[src/rtl/proc_io_pkg.sv]
// Shared types for the processor I/O responder: command opcodes, interrupt FSM states and sources.
package proc_io_pkg;

   localparam int unsigned DATA_W = 32;
   localparam int unsigned OP_W   = 2;
   localparam int unsigned CMD_W  = OP_W + DATA_W;

   typedef enum logic [1:0] {
      OP_SND = 2'd0,
      OP_UAD = 2'd1,
      OP_SAC = 2'd2,
      OP_PPU = 2'd3
   } cmd_op_t;

   typedef enum logic [1:0] {
      ST_IDLE     = 2'd0,
      ST_SIGNAL   = 2'd1,
      ST_WAIT_ACK = 2'd2
   } int_state_t;

   typedef enum logic {
      SRC_KEY = 1'b0,
      SRC_ETH = 1'b1
   } int_src_t;

   typedef struct packed {
      cmd_op_t           op;
      logic [DATA_W-1:0] data;
   } cmd_t;

endpackage

[src/rtl/proc_io_cmd_fifo.sv]
// Generic synchronous FIFO; head is read combinationally from storage, no fall-through.
module proc_io_cmd_fifo #(
   parameter int unsigned WIDTH = 34,
   parameter int unsigned DEPTH = 4
) (
   input  logic             clk,
   input  logic             rst_n,
   input  logic             push,
   input  logic [WIDTH-1:0] wr_data,
   input  logic             pop,
   output logic [WIDTH-1:0] rd_data,
   output logic             full,
   output logic             empty
);

   localparam int unsigned AW    = $clog2(DEPTH);
   localparam int unsigned PTR_W = AW + 1;

   logic [WIDTH-1:0] mem [DEPTH];
   logic [PTR_W-1:0] wr_ptr_q;
   logic [PTR_W-1:0] rd_ptr_q;
   logic             wr_en;
   logic             rd_en;

   assign empty   = (wr_ptr_q == rd_ptr_q);
   assign full    = (wr_ptr_q[AW] != rd_ptr_q[AW]) && (wr_ptr_q[AW-1:0] == rd_ptr_q[AW-1:0]);
   assign rd_en   = pop && !empty;
   // A full FIFO still accepts a write when the head leaves in the same cycle.
   assign wr_en   = push && (!full || rd_en);
   assign rd_data = mem[rd_ptr_q[AW-1:0]];

   always_ff @(posedge clk or negedge rst_n) begin
      if (!rst_n) begin
         wr_ptr_q <= '0;
         rd_ptr_q <= '0;
         for (int i = 0; i < int'(DEPTH); i++) mem[i] <= '0;
      end else begin
         if (wr_en) begin
            mem[wr_ptr_q[AW-1:0]] <= wr_data;
            wr_ptr_q              <= wr_ptr_q + PTR_W'(1);
         end
         if (rd_en) rd_ptr_q <= rd_ptr_q + PTR_W'(1);
      end
   end

endmodule

[src/rtl/proc_io_responder.sv]
// Device-side responder for custom I/O instructions: command FIFO outbound, key/Ethernet interrupts inbound.
// Optional PROC_IO_ACK_TIMEOUT_EN re-signals an unacknowledged interrupt after ACK_TIMEOUT cycles.
module proc_io_responder
   import proc_io_pkg::*;
#(
   parameter int unsigned CMD_DEPTH   = 4,
   parameter int unsigned ACK_TIMEOUT = 1024
) (
   input  logic              clk,
   input  logic              rst_n,
   input  logic              snd,
   input  logic              uad,
   input  logic              sac,
   input  logic              ppu_send,
   input  logic [DATA_W-1:0] interface_data,
   output logic              cmd_valid,
   input  logic              cmd_ready,
   output logic [OP_W-1:0]   cmd_op,
   output logic [DATA_W-1:0] cmd_data,
   output logic              cmd_err,
   input  logic              key_event,
   input  logic [DATA_W-1:0] key_data,
   input  logic              eth_rx_valid,
   input  logic [DATA_W-1:0] eth_rx_data,
   output logic              eth_rx_ready,
   input  logic              int_ack,
   output logic              interrupt_key,
   output logic              interrupt_eth,
   output logic [DATA_W-1:0] interrupt_source_data
);

   // ---------------- outbound command path ----------------
   cmd_t    wr_cmd;
   cmd_t    head;
   logic    push;
   logic    collision;
   logic    fifo_full;
   logic    fifo_empty;
   logic    cmd_err_q;

   assign push      = snd | uad | sac | ppu_send;
   assign collision = (snd & (uad | sac | ppu_send)) | (uad & (sac | ppu_send)) | (sac & ppu_send);

   // Highest-priority strobe wins when several fire together.
   always_comb begin
      wr_cmd.data = interface_data;
      wr_cmd.op   = OP_PPU;
      if (snd)      wr_cmd.op = OP_SND;
      else if (uad) wr_cmd.op = OP_UAD;
      else if (sac) wr_cmd.op = OP_SAC;
   end

   proc_io_cmd_fifo #(
      .WIDTH (CMD_W),
      .DEPTH (CMD_DEPTH)
   ) u_cmd_fifo (
      .clk     (clk),
      .rst_n   (rst_n),
      .push    (push),
      .wr_data (wr_cmd),
      .pop     (cmd_ready),
      .rd_data (head),
      .full    (fifo_full),
      .empty   (fifo_empty)
   );

   assign cmd_valid = !fifo_empty;
   assign cmd_op    = head.op;
   assign cmd_data  = head.data;
   assign cmd_err   = cmd_err_q;

   always_ff @(posedge clk or negedge rst_n) begin
      if (!rst_n) cmd_err_q <= 1'b0;
      else if (collision || (push && fifo_full && !cmd_ready)) cmd_err_q <= 1'b1;
   end

   // ---------------- inbound event latches ----------------
   logic              key_pend_q;
   logic [DATA_W-1:0] key_payload_q;
   logic              eth_pend_q;
   logic [DATA_W-1:0] eth_payload_q;
   logic              key_clr;
   logic              eth_clr;

   assign eth_rx_ready = !eth_pend_q;

   // A new event in the cycle its predecessor is serviced stays pending.
   always_ff @(posedge clk or negedge rst_n) begin
      if (!rst_n) begin
         key_pend_q    <= 1'b0;
         key_payload_q <= '0;
         eth_pend_q    <= 1'b0;
         eth_payload_q <= '0;
      end else begin
         if (key_event) begin
            key_pend_q    <= 1'b1;
            key_payload_q <= key_data;
         end else if (key_clr) begin
            key_pend_q    <= 1'b0;
         end
         if (eth_rx_valid && !eth_pend_q) begin
            eth_pend_q    <= 1'b1;
            eth_payload_q <= eth_rx_data;
         end else if (eth_clr) begin
            eth_pend_q    <= 1'b0;
         end
      end
   end

   // ---------------- interrupt FSM ----------------
   int_state_t        state_q, state_d;
   int_src_t          src_q, src_d;
   logic [DATA_W-1:0] isd_q, isd_d;
   logic              int_key_q;
   logic              int_eth_q;
   logic              timeout;

`ifdef PROC_IO_ACK_TIMEOUT_EN
   localparam int unsigned CNT_W = $clog2(ACK_TIMEOUT) + 1;
   logic [CNT_W-1:0] ack_cnt_q;

   // Restarts from zero on every entry to WAIT_ACK.
   always_ff @(posedge clk or negedge rst_n) begin
      if (!rst_n)                      ack_cnt_q <= '0;
      else if (state_q != ST_WAIT_ACK) ack_cnt_q <= '0;
      else                             ack_cnt_q <= ack_cnt_q + CNT_W'(1);
   end

   assign timeout = (ack_cnt_q == CNT_W'(ACK_TIMEOUT - 1));
`else
   logic unused_ack_timeout;
   assign unused_ack_timeout = ^32'(ACK_TIMEOUT);
   assign timeout            = 1'b0;
`endif

   always_comb begin
      state_d = state_q;
      src_d   = src_q;
      isd_d   = isd_q;
      key_clr = 1'b0;
      eth_clr = 1'b0;
      case (state_q)
         ST_IDLE: begin
            if (key_pend_q) begin
               isd_d   = key_payload_q;
               src_d   = SRC_KEY;
               key_clr = 1'b1;
               state_d = ST_SIGNAL;
            end else if (eth_pend_q) begin
               isd_d   = eth_payload_q;
               src_d   = SRC_ETH;
               eth_clr = 1'b1;
               state_d = ST_SIGNAL;
            end
         end
         ST_SIGNAL:   state_d = int_ack ? ST_IDLE : ST_WAIT_ACK;
         ST_WAIT_ACK: begin
            if (int_ack)      state_d = ST_IDLE;
            else if (timeout) state_d = ST_SIGNAL;
         end
         default:     state_d = ST_IDLE;
      endcase
   end

   always_ff @(posedge clk or negedge rst_n) begin
      if (!rst_n) begin
         state_q   <= ST_IDLE;
         src_q     <= SRC_KEY;
         isd_q     <= '0;
         int_key_q <= 1'b0;
         int_eth_q <= 1'b0;
      end else begin
         state_q   <= state_d;
         src_q     <= src_d;
         isd_q     <= isd_d;
         int_key_q <= (state_d == ST_SIGNAL) && (src_d == SRC_KEY);
         int_eth_q <= (state_d == ST_SIGNAL) && (src_d == SRC_ETH);
      end
   end

   assign interrupt_key         = int_key_q;
   assign interrupt_eth         = int_eth_q;
   assign interrupt_source_data = isd_q;

endmodule

[config.mk]
export PLATFORM = sky130hd
export DESIGN_NAME = proc_io_responder
export DESIGN_NICKNAME = d
export VERILOG_FILES = /design/src/rtl/proc_io_pkg.sv /design/src/rtl/proc_io_cmd_fifo.sv /design/src/rtl/proc_io_responder.sv
export SDC_FILE = /design/constraint.sdc
export NUM_CORES = 1
export LEC_CHECK = 0
export ABC_CLOCK_PERIOD_IN_PS = 2620
export CAP_MARGIN = 5
export CORE_MARGIN = 2
export CORE_UTILIZATION = 54
export CTS_CLUSTER_DIAMETER = 100
export CTS_CLUSTER_SIZE = 8
export DETAILED_ROUTE_END_ITERATION = 7
export PLACE_DENSITY = 0.81
export RECOVER_POWER = 100
export SLEW_MARGIN = 10
export SYNTH_ARGS = -nofsm -noshare
export SYNTH_HDL_FRONTEND = slang
export SYNTH_SLANG_ARGS = --single-unit
[constraint.sdc]
create_clock -name clk -period 2.62 [get_ports clk]
set_input_delay 0.786 -clock clk [delete_from_list [all_inputs] [get_ports clk]]
set_output_delay 0.786 -clock clk [all_outputs]
set_load 0.01 [all_outputs]
==> results.py, run 1 <==
metrics = {
    "outcome": {
        "status": "complete, but fails checks",
        "failed_checks": "max-capacitance violations, max-slew violations, negative setup slack",
    },
    "routing": {
        "dr.first_iter.drc_count": 221,
        "first_pass_iters": 4,
        "routed_wirelength_mm": 24.8,
        "drt.antenna.violating_nets": 0,
        "via_per_inst": 5.59,
        "wl_per_cell_um": 21.6,
        "drc": 0,
        "vias": 6432,
    },
    "worst_setup_path": {
        "worst-endpoint-required_ns": 1.83,
        "critPathMaxFanout": 8,
        "startpoint_type": "register",
        "arrival_ns": 1.85,
        "worstSetupPathType": "reg2out",
        "worstSetupEndpointType": "output pin",
    },
    "synth": {
        "avgSynthCellArea_um2": 16.1,
        "syn-cell-area_mm2": 0.0108,
        "synth_warnings": 0,
        "synth_compound_area_frac": 0.0227,
        "synth_nets": 785,
        "yosys.area_share.simple": 0.0239,
        "synth_top_family_by_area": "multiplexers",
        "synthCells": 674,
        "synthDistinctLibCells": 33,
        "seq_area_frac_synth": 0.566,
        "synth_fa_ha_area_frac": 0.00669,
        "synthXorXnorAreaFrac": 0.00566,
        "ys_seq_elements": 245,
        "synth_top_area_frac": 0.566,
        "yosysTopAreaCell": "dfrtp_1",
        "synthTopCellsByArea": "dfrtp_1, mux2_4, mux2_2",
        "muxShareOfSynthArea": 0.345,
    },
    "layout": {
        "fin_util": 0.691,
        "final_area_mm2": 0.0135,
        "fillers": 1361,
        "syn_to_final_growth_pct": 24.8,
        "antennaDiodeCount": 0,
        "drive_above_1_share": 0.290,
        "nets": 993,
    },
    "sta": {
        "drv_slew": 67,
        "fin_skew_ns": 0.0142,
        "tightest_slew_ns": 1.62,
        "setup_slack_ns": -0.0208,
        "whs_ns": 0.481,
        "finalCritPeriodShare": 1.01,
        "slew_headroom": -0.0772,
        "rsz0062_at_grt": "yes",
        "final.min_clock_period_ns": 2.64,
        "hold_viol_final": 0,
        "fmax_ghz": 0.379,
        "setup_viol": 14,
    },
    "clock_network": {
        "cts_tree": "yes",
        "cts_root_buf": "clkbuf_16",
        "h-tree-depth": 2,
        "cts_buffer_depth": 3,
        "cts_hold_buf": 0,
        "clkTransAtPathRegs_ns": 0.05,
        "insertion_delay_ns": 0.49,
        "clock_sink_count": 245,
        "cts_inserted_buffers": 36,
    },
    "power": {
        "p_total_w": 0.0183,
        "cellLeakagePower_nw": 5.87,
        "p_per_area_mw_per_mm2": 1360,
        "ir_worst_vdd_mv": 0.935,
    },
    "placed_design": {
        "port_buffers": 176,
        "pre_cts_ws_ns": -0.0830,
        "place.gp.congestion": 0.773,
        "hpwl_mm": 16.3,
        "place_area_mm2": 0.0131,
    },
    "global_route": {
        "first_global_vias": 7310,
        "antenna_found_initial": 0,
        "grt_pass1_wl_mm": 40.6,
        "grt_max_degree": 67,
        "grt_overflow": 0,
        "grt_usage": 0.240,
    },
    "min_path": {
        "holdCritPathClass": "reg2reg",
    },
    "die": {
        "die_area_mm2": 0.0212,
        "die_x_um": 146,
        "die_height_um": 146,
        "num_rows": 51,
        "ios": 177,
        "core_mm2": 0.0196,
        "start_util": 0.553,
    },
    "job": {
        "cap_violations": 1,
    },
}
==> state kept, by name, summed over array words and instances, names as in the netlist, 2 cells and up <==
signal / cells
key_payload_q: 32
eth_payload_q: 32
u_cmd_fifo.wr_ptr_q: 3
u_cmd_fifo.rd_ptr_q: 3
state_q: 2
u_cmd_fifo.mem: 136
interrupt_source_data: 32
==> metal layers <==
| metal | routed length [µm] | track usage |
|---|---|---|
| met2 | 12600 | 0.409 |
| met5 | 0 | 0 |
| met1 | 10400 | 0.319 |
| met4 | 342 | 0.0520 |
| met3 | 1490 | 0.0527 |
==> cells by family (layout without fill, tap and decap cells) <==
family	count (synthesis)	in the layout
mux	263	263
flops	245	245
simple gates	58	58
buf+inv	51	262
compound gates	44	44
xor+xnor	7	7
fa+ha+maj	6	6
==> worst max-delay path, stage by stage (launching register included) <==
cell     delay [ns]
dfrtp_2        0.39
buf_4          0.15
buf_12         0.14
mux4_2         0.53
buf_2          0.16
==> worst paths after layout <==
path | startpoint | endpoint | slack, ns | depth (start not counted)
worst min-delay path | u_cmd_fifo.mem[5] | u_cmd_fifo.mem[5] | 0.48 | 1
max in group asynchronous | rst_n | key_payload_q[7] | 0.41 | 2
worst max register to register | u_cmd_fifo.rd_ptr_q[1] | u_cmd_fifo.mem[114] | 0.03 | 6
worst max-delay path | u_cmd_fifo.rd_ptr_q[0] | cmd_op[0] | -0.02 | 4
worst min register to register | u_cmd_fifo.mem[5] | u_cmd_fifo.mem[5] | 0.48 | 1
min in group asynchronous | rst_n | interrupt_source_data[16] | 0.71 | 1
==> where the power goes <==
part / total, W / switching, W / internal, W
logic: 0.00779 / 0.00346 / 0.00433
clock network: 0.00396 / 0.00148 / 0.00248
registers: 0.00658 / 0.00103 / 0.00556
==> cell type report <==
class | count | area, µm² | share of cell area
Tap cell | 265 | 332 | 0.0245
Clock inverter | 1 | 5.00 | 0.000370
Multi-Input combinational cell | 378 | 4070 | 0.301
Inverter | 8 | 30.0 | 0.00222
Timing Repair Buffer | 213 | 2020 | 0.149
Clock buffer | 40 | 937 | 0.0693
Sequential cell | 245 | 6130 | 0.453
==> repair_timing <==
| item | in CTS | in global routing |
|---|---|---|
| pin swaps | 1 | 0 |
| gates resized for setup | 161 | 10 |
| endpoints found under the setup margin | 35 | 35 |
| buffers inserted | 6 | 0 |
| cloned | 2 | 0 |
==> synth_stat cells (all sizes together) <==
library cell / n
and2: 2
xor2: 3
nor2b: 1
o21ai: 3
ha: 5
or4: 1
inv: 8
mux2: 197
o2bb2ai: 4
nor4: 2
nand2: 3
buf: 27
dfrtp: 245
nand2b: 2
a21bo: 1
mux2i: 32
nand4: 1
maj3: 1
nor2: 39
clkbuf: 16
o311ai: 1
and3: 4
a21oi: 34
nand3: 1
o21a: 1
xnor2: 4
mux4: 34
nor3: 2
==> cells in the final DEF, fill, tap and decap left out, types with 5 or more instances in the layout <==
cell / netlist / layout
mux2_2: 82 / 82
buf_2: 3 / 14
dfrtp_1: 245 / 243
mux2_4: 115 / 29
inv_1: 8 / 8
mux4_2: 34 / 34
clkdlybuf4s50_1: 0 / 100
clkbuf_16: 0 / 37
a21oi_1: 34 / 34
dlygate4sd3_1: 0 / 40
nor2_1: 39 / 38
mux2_1: 0 / 86
buf_4: 1 / 9
clkbuf_4: 0 / 9
clkbuf_2: 0 / 12
buf_6: 15 / 20
ha_1: 5 / 5
clkbuf_1: 16 / 6
mux2i_1: 32 / 32
==> per-stage QoR <==
step	setup TNS, ns	instances
after floorplan	0	674
after global placement	-1.94	1102
after detailed placement	-7.76	1102
after CTS	-0.389	1151
after global routing	-2.40	1150
final	-0.156	1150
No activity file was read; power rests on OpenSTA's default activity.
==> run 2: changes to the inputs <==
--- a/config.mk
+++ b/config.mk
@@ -7,12 +7,14 @@
 export LEC_CHECK = 0
 export ABC_CLOCK_PERIOD_IN_PS = 2620
 export CAP_MARGIN = 5
+export CELL_PAD_IN_SITES_DETAIL_PLACEMENT = 1
+export CELL_PAD_IN_SITES_GLOBAL_PLACEMENT = 2
 export CORE_MARGIN = 2
-export CORE_UTILIZATION = 54
+export CORE_UTILIZATION = 38
 export CTS_CLUSTER_DIAMETER = 100
 export CTS_CLUSTER_SIZE = 8
 export DETAILED_ROUTE_END_ITERATION = 7
-export PLACE_DENSITY = 0.81
+export PLACE_DENSITY_LB_ADDON = 0.1
 export RECOVER_POWER = 100
 export SLEW_MARGIN = 10
 export SYNTH_ARGS = -nofsm -noshare
==> run 2 against run 1 <==
Effect of this change: the run still ends with max-capacitance violations, max-slew violations, negative setup slack left; routed wire length rose by 7.4%; clock power barely moved; first-iteration DRC count did not move; fmax fell by 3.7%; core utilization fell by 17 points; via count fell by 0.26%; highest routed layer unchanged.
==> results.py, run 2 (synthesis results as in run 1) <==
metrics = {
    "outcome": {
        "status": "complete, but fails checks",
        "failed_checks": "max-capacitance violations, max-slew violations, negative setup slack",
    },
    "sta": {
        "drv_slew": 67,
        "fmax_ghz": 0.365,
        "setup_slack_ns": -0.121,
        "slew_headroom": -0.167,
        "fin_skew_ns": 0.0127,
        "final.min_clock_period_ns": 2.74,
        "whs_ns": 0.503,
        "fin_setup_tns_ns": -1.62,
        "rsz0062_at_grt": "yes",
        "setup_viol": 24,
        "hold_viol_final": 0,
        "tightest_slew_ns": 1.75,
        "finalCritPeriodShare": 1.05,
    },
    "layout": {
        "final-seq-area_mm2": 0.00613,
        "fin_cells": 1276,
        "multiInputGateArea_mm2": 0.00442,
        "layout_common_cells": "dfrtp_1, clkdlybuf4s50_1, mux2_4, mux2_2, nor2_1",
        "layout_commonest_cell": "dfrtp_1",
        "syn_to_final_growth_pct": 33.1,
        "fillers": 2691,
        "antennaDiodeCount": 0,
        "nets": 1007,
        "fin_util": 0.516,
        "largest_reg_flops": 136,
        "regMostFlops": "u_cmd_fifo.mem",
        "drive_above_1_share": 0.411,
    },
    "worst_setup_path": {
        "critPathMaxFanout": 9,
        "reg2regPathDepth": 7,
        "r2r-end": "u_cmd_fifo.mem[18]",
        "r2r-start": "u_cmd_fifo.rd_ptr_q[0]",
        "crit_start": "u_cmd_fifo.rd_ptr_q[0]",
        "r2r_slack_ns": 0.29,
        "worstSetupEndpointType": "output pin",
        "worstSetupPathType": "reg2out",
        "worst-endpoint-required_ns": 1.83,
        "arrival_ns": 1.96,
        "startpoint_type": "register",
    },
    "clock_network": {
        "h-tree-depth": 2,
        "cts_buffer_depth": 3,
        "cts_root_buf": "clkbuf_16",
        "cts_inserted_buffers": 36,
        "insertion_delay_ns": 0.49,
        "cts_hold_buf": 0,
        "cts_tree": "yes",
        "clkTransAtPathRegs_ns": 0.05,
        "clock_sink_count": 245,
    },
    "power": {
        "cellLeakagePower_nw": 6.34,
        "p_per_area_mw_per_mm2": 1400,
        "p_total_w": 0.0202,
        "ir_worst_vdd_mv": 0.653,
    },
    "routing": {
        "routed_wirelength_mm": 26.7,
        "wl_per_cell_um": 20.9,
        "vias": 6415,
        "dr.first_iter.drc_count": 221,
        "via_per_inst": 5.03,
        "drt.antenna.violating_nets": 0,
        "first_pass_iters": 4,
        "drc": 0,
    },
    "die": {
        "die_height_um": 173,
        "core_mm2": 0.0279,
        "ios": 177,
        "die_x_um": 173,
        "die_area_mm2": 0.0299,
        "num_rows": 61,
        "start_util": 0.388,
    },
    "min_path": {
        "hold_path_depth": 1,
        "min_from": "u_cmd_fifo.mem[64]",
        "whs_endpoint": "u_cmd_fifo.mem[64]",
        "holdCritPathClass": "reg2reg",
    },
    "placed_design": {
        "hpwl_mm": 17.2,
        "place.gp.congestion": 0.738,
        "port_buffers": 176,
        "placed_cells": 1214,
    },
    "global_route": {
        "grt_usage": 0.183,
        "antenna_found_initial": 0,
        "grt_pass1_wl_mm": 43.3,
        "grt_overflow": 0,
        "grt_max_degree": 69,
        "first_global_vias": 7499,
    },
    "job": {
        "cap_violations": 1,
    },
}
-- run 2: cell types whose count changed in the layout (fill, tap and decap cells not counted), sizes merged --
cell	previous run	this run
clkdlybuf4s50	100	138
dlygate4sd3	40	2
buf	48	82
clkbuf	64	44
clkdlybuf4s15	1	0
-- run 2: worst max-delay path, stage by stage (launching register included) --
cell and delay (ns):
dfrtp_2 0.41, buf_12 0.12, buf_12 0.12, buf_6 0.11
mux4_2 0.55, buf_6 0.15
-- run 2: metal layers --
| metal | part of all wire | global-route usage | wire, µm |
|---|---|---|---|
| met1 | 0.43 | 0.238 | 11500 |
| met3 | 0.039 | 0.0352 | 1040 |
| met2 | 0.51 | 0.313 | 13600 |
| met5 | 0 | 0 | 0 |
| met4 | 0.016 | 0.0519 | 434 |
-- run 2: worst max-delay path by stage --
stage / endpoint / slack, ns / cells after the start
after floorplan: u_cmd_fifo.mem[24] / 0.42 / 5
after global placement: u_cmd_fifo.mem[19] / -0.06 / 5
after global routing: cmd_data[14] / -0.19 / 5
final: cmd_data[14] / -0.12 / 5
after CTS: cmd_data[1] / -0.22 / 4
after detailed placement: u_cmd_fifo.mem[109] / -0.11 / 5
-- run 2: repair_timing --
action	4_1_cts	5_1_grt
setup endpoints to repair	35	34
pin swaps	0	1
buffers inserted	18	5
resized for setup	178	12
cloned	1	0
-- run 2: area by class of cell --
cell class | count | share of cell area
clock buffers | 39 | 0.0647
flip-flops and latches | 245 | 0.425
inverters | 8 | 0.00208
repair buffers | 227 | 0.168
clock inverters | 1 | 0.000347
well taps | 378 | 0.0328
multi-input cells | 378 | 0.307
-- run 2: power breakdown --
part / internal [W] / switching (W)
clock network: 0.00247 / 0.00151
registers: 0.00556 / 0.00102
logic: 0.00589 / 0.00377
total: 0.0139 / 0.00630
-- run 2: through the flow --
step	instance area [µm²]	worst slack (ns)
final	14400	-0.121
after CTS	14400	-0.221
after detailed placement	13200	-0.109
after global placement	13200	-0.0613
after global routing	14400	-0.185
after floorplan	10800	0.421
==> run 3: changes to the inputs <==
--- a/config.mk
+++ b/config.mk
@@ -11,11 +11,11 @@
 export CELL_PAD_IN_SITES_GLOBAL_PLACEMENT = 2
 export CORE_MARGIN = 2
 export CORE_UTILIZATION = 38
-export CTS_CLUSTER_DIAMETER = 100
 export CTS_CLUSTER_SIZE = 8
 export DETAILED_ROUTE_END_ITERATION = 7
 export PLACE_DENSITY_LB_ADDON = 0.1
 export RECOVER_POWER = 100
+export SKIP_CTS_REPAIR_TIMING = 1
 export SLEW_MARGIN = 10
 export SYNTH_ARGS = -nofsm -noshare
 export SYNTH_HDL_FRONTEND = slang
==> run 3 against run 2 <==
Effect of this change: the run still ends with max-capacitance violations, max-slew violations, negative setup slack left; sequential power decreased by 0.6%; fmax is 0.55% higher; register-to-register slack worse by 0.26 ns; non-clock buffer count down 6; largest power group unchanged.
==> results.py, run 3 (synthesis results as in run 1) <==
metrics = {
    "outcome": {
        "status": "complete, but fails checks",
        "failed_checks": "max-capacitance violations, max-slew violations, negative setup slack",
    },
    "sta": {
        "setup_viol": 21,
        "whs_ns": 0.501,
        "tightest_slew_ns": 1.70,
        "fmax_ghz": 0.367,
        "rsz0062_at_grt": "yes",
        "slew_headroom": -0.136,
        "setup_slack_ns": -0.106,
        "final.min_clock_period_ns": 2.73,
        "finalCritPeriodShare": 1.04,
        "hold_viol_final": 0,
        "drv_slew": 68,
        "fin_skew_ns": 0.0143,
    },
    "layout": {
        "antennaDiodeCount": 0,
        "syn_to_final_growth_pct": 30.0,
        "regMostFlops": "u_cmd_fifo.mem",
        "layout_commonest_cell": "dfrtp_1",
        "nets": 1001,
        "fin_util": 0.504,
        "largest_reg_flops": 136,
        "drive_above_1_share": 0.390,
        "layout_common_cells": "dfrtp_1, mux2_4, clkdlybuf4s50_1, mux2_2, clkbuf_16",
    },
    "worst_setup_path": {
        "critPathMaxFanout": 6,
        "worstSetupEndpointType": "output pin",
        "worstSetupPathType": "reg2out",
        "r2r_slack_ns": 0.03,
        "worst-endpoint-required_ns": 1.83,
        "arrival_ns": 1.94,
        "startpoint_type": "register",
    },
    "clock_network": {
        "cts_root_buf": "clkbuf_16",
        "insertion_delay_ns": 0.49,
        "cts_tree": "yes",
        "cts_inserted_buffers": 36,
        "clock_sink_count": 245,
        "h-tree-depth": 2,
        "cts_buffer_depth": 3,
        "clkTransAtPathRegs_ns": 0.05,
    },
    "placed_design": {
        "hpwl_mm": 17.2,
        "place.gp.congestion": 0.738,
        "port_buffers": 176,
    },
    "routing": {
        "routed_wirelength_mm": 26.8,
        "wl_per_cell_um": 21.1,
        "drt.antenna.violating_nets": 0,
        "dr.first_iter.drc_count": 214,
        "via_per_inst": 5.05,
        "drc": 0,
        "first_pass_iters": 4,
        "vias": 6422,
    },
    "global_route": {
        "antenna_found_initial": 0,
        "grt_max_degree": 69,
        "grt_usage": 0.180,
        "grt_overflow": 0,
        "first_global_vias": 7416,
        "grt_pass1_wl_mm": 42.5,
    },
    "power": {
        "p_per_area_mw_per_mm2": 1370,
        "ir_worst_vdd_mv": 0.550,
        "cellLeakagePower_nw": 6.26,
        "p_total_w": 0.0193,
    },
    "min_path": {
        "holdCritPathClass": "reg2reg",
    },
    "die": {
        "start_util": 0.388,
        "die_height_um": 173,
        "core_mm2": 0.0279,
        "die_area_mm2": 0.0299,
        "ios": 177,
        "num_rows": 61,
        "die_x_um": 173,
    },
    "job": {
        "cap_violations": 1,
    },
}
run 3: cell count changes in the layout (fill, tap and decap cells not counted), moves of 2 or more:
cell,before,now
clkdlybuf4s50_1,138,102
buf_4,16,22
clkbuf_1,2,4
clkbuf_4,0,4
xor2_1,1,3
clkbuf_2,5,30
dlygate4sd3_1,2,38
buf_2,8,3
buf_6,36,3
and3_2,4,0
and3_1,0,4
clkbuf_16,37,39
buf_12,21,10
dlymetal6s2s_1,0,6
run 3: critical path: stages, from the launching register on:
cell	delay, ns
dfrtp_2	0.44
buf_12	0.14
buf_12	0.13
buf_4	0.13
mux4_2	0.45
buf_2	0.17
run 3: cell type report:
class / count / area, µm²
fill: 2733 / 13800
inverter: 8 / 30.0
clock buffer: 41 / 951
tap: 378 / 473
timing repair buffer: 221 / 2120
multi-input combinational: 378 / 4370
sequential: 245 / 6130
run 3: where the power goes:
part	switching, W	internal (W)
combinational	0.00363	0.00513
clock	0.00152	0.00251
sequential	0.000981	0.00556
run 3: per-stage QoR:
| step | TNS (ns) | std cells | instance area, µm² | setup WS, ns |
|---|---|---|---|---|
| detailed placement | -10.25 | 1214 | 13200 | -0.109 |
| finish | -1.08 | 1271 | 14100 | -0.106 |
| global placement | -6.21 | 1214 | 13200 | -0.0613 |
| CTS | -12.74 | 1255 | 14200 | -0.402 |
| global route | -9.79 | 1271 | 14100 | -0.167 |
| floorplan | 0 | 674 | 10800 | 0.421 |
run 3: layer usage:
layer,up-vias,share of wire,global-route usage
li1,2839,-,-
met1,3389,0.44,0.235
met2,158,0.50,0.307
met3,36,0.040,0.0354
met4,0,0.016,0.0477
met5,-,0,0
run 3: worst paths after layout:
check | from | to | cells past startpoint
worst max register to register | u_cmd_fifo.rd_ptr_q[0] | u_cmd_fifo.mem[12] | 7
max in group asynchronous | rst_n | u_cmd_fifo.mem[45] | 2
worst min register to register | eth_payload_q[19] | eth_payload_q[19] | 1
worst max-delay path | u_cmd_fifo.rd_ptr_q[0] | cmd_data[13] | 5
min in group asynchronous | rst_n | interrupt_source_data[19] | 1
worst min-delay path | eth_payload_q[19] | eth_payload_q[19] | 1
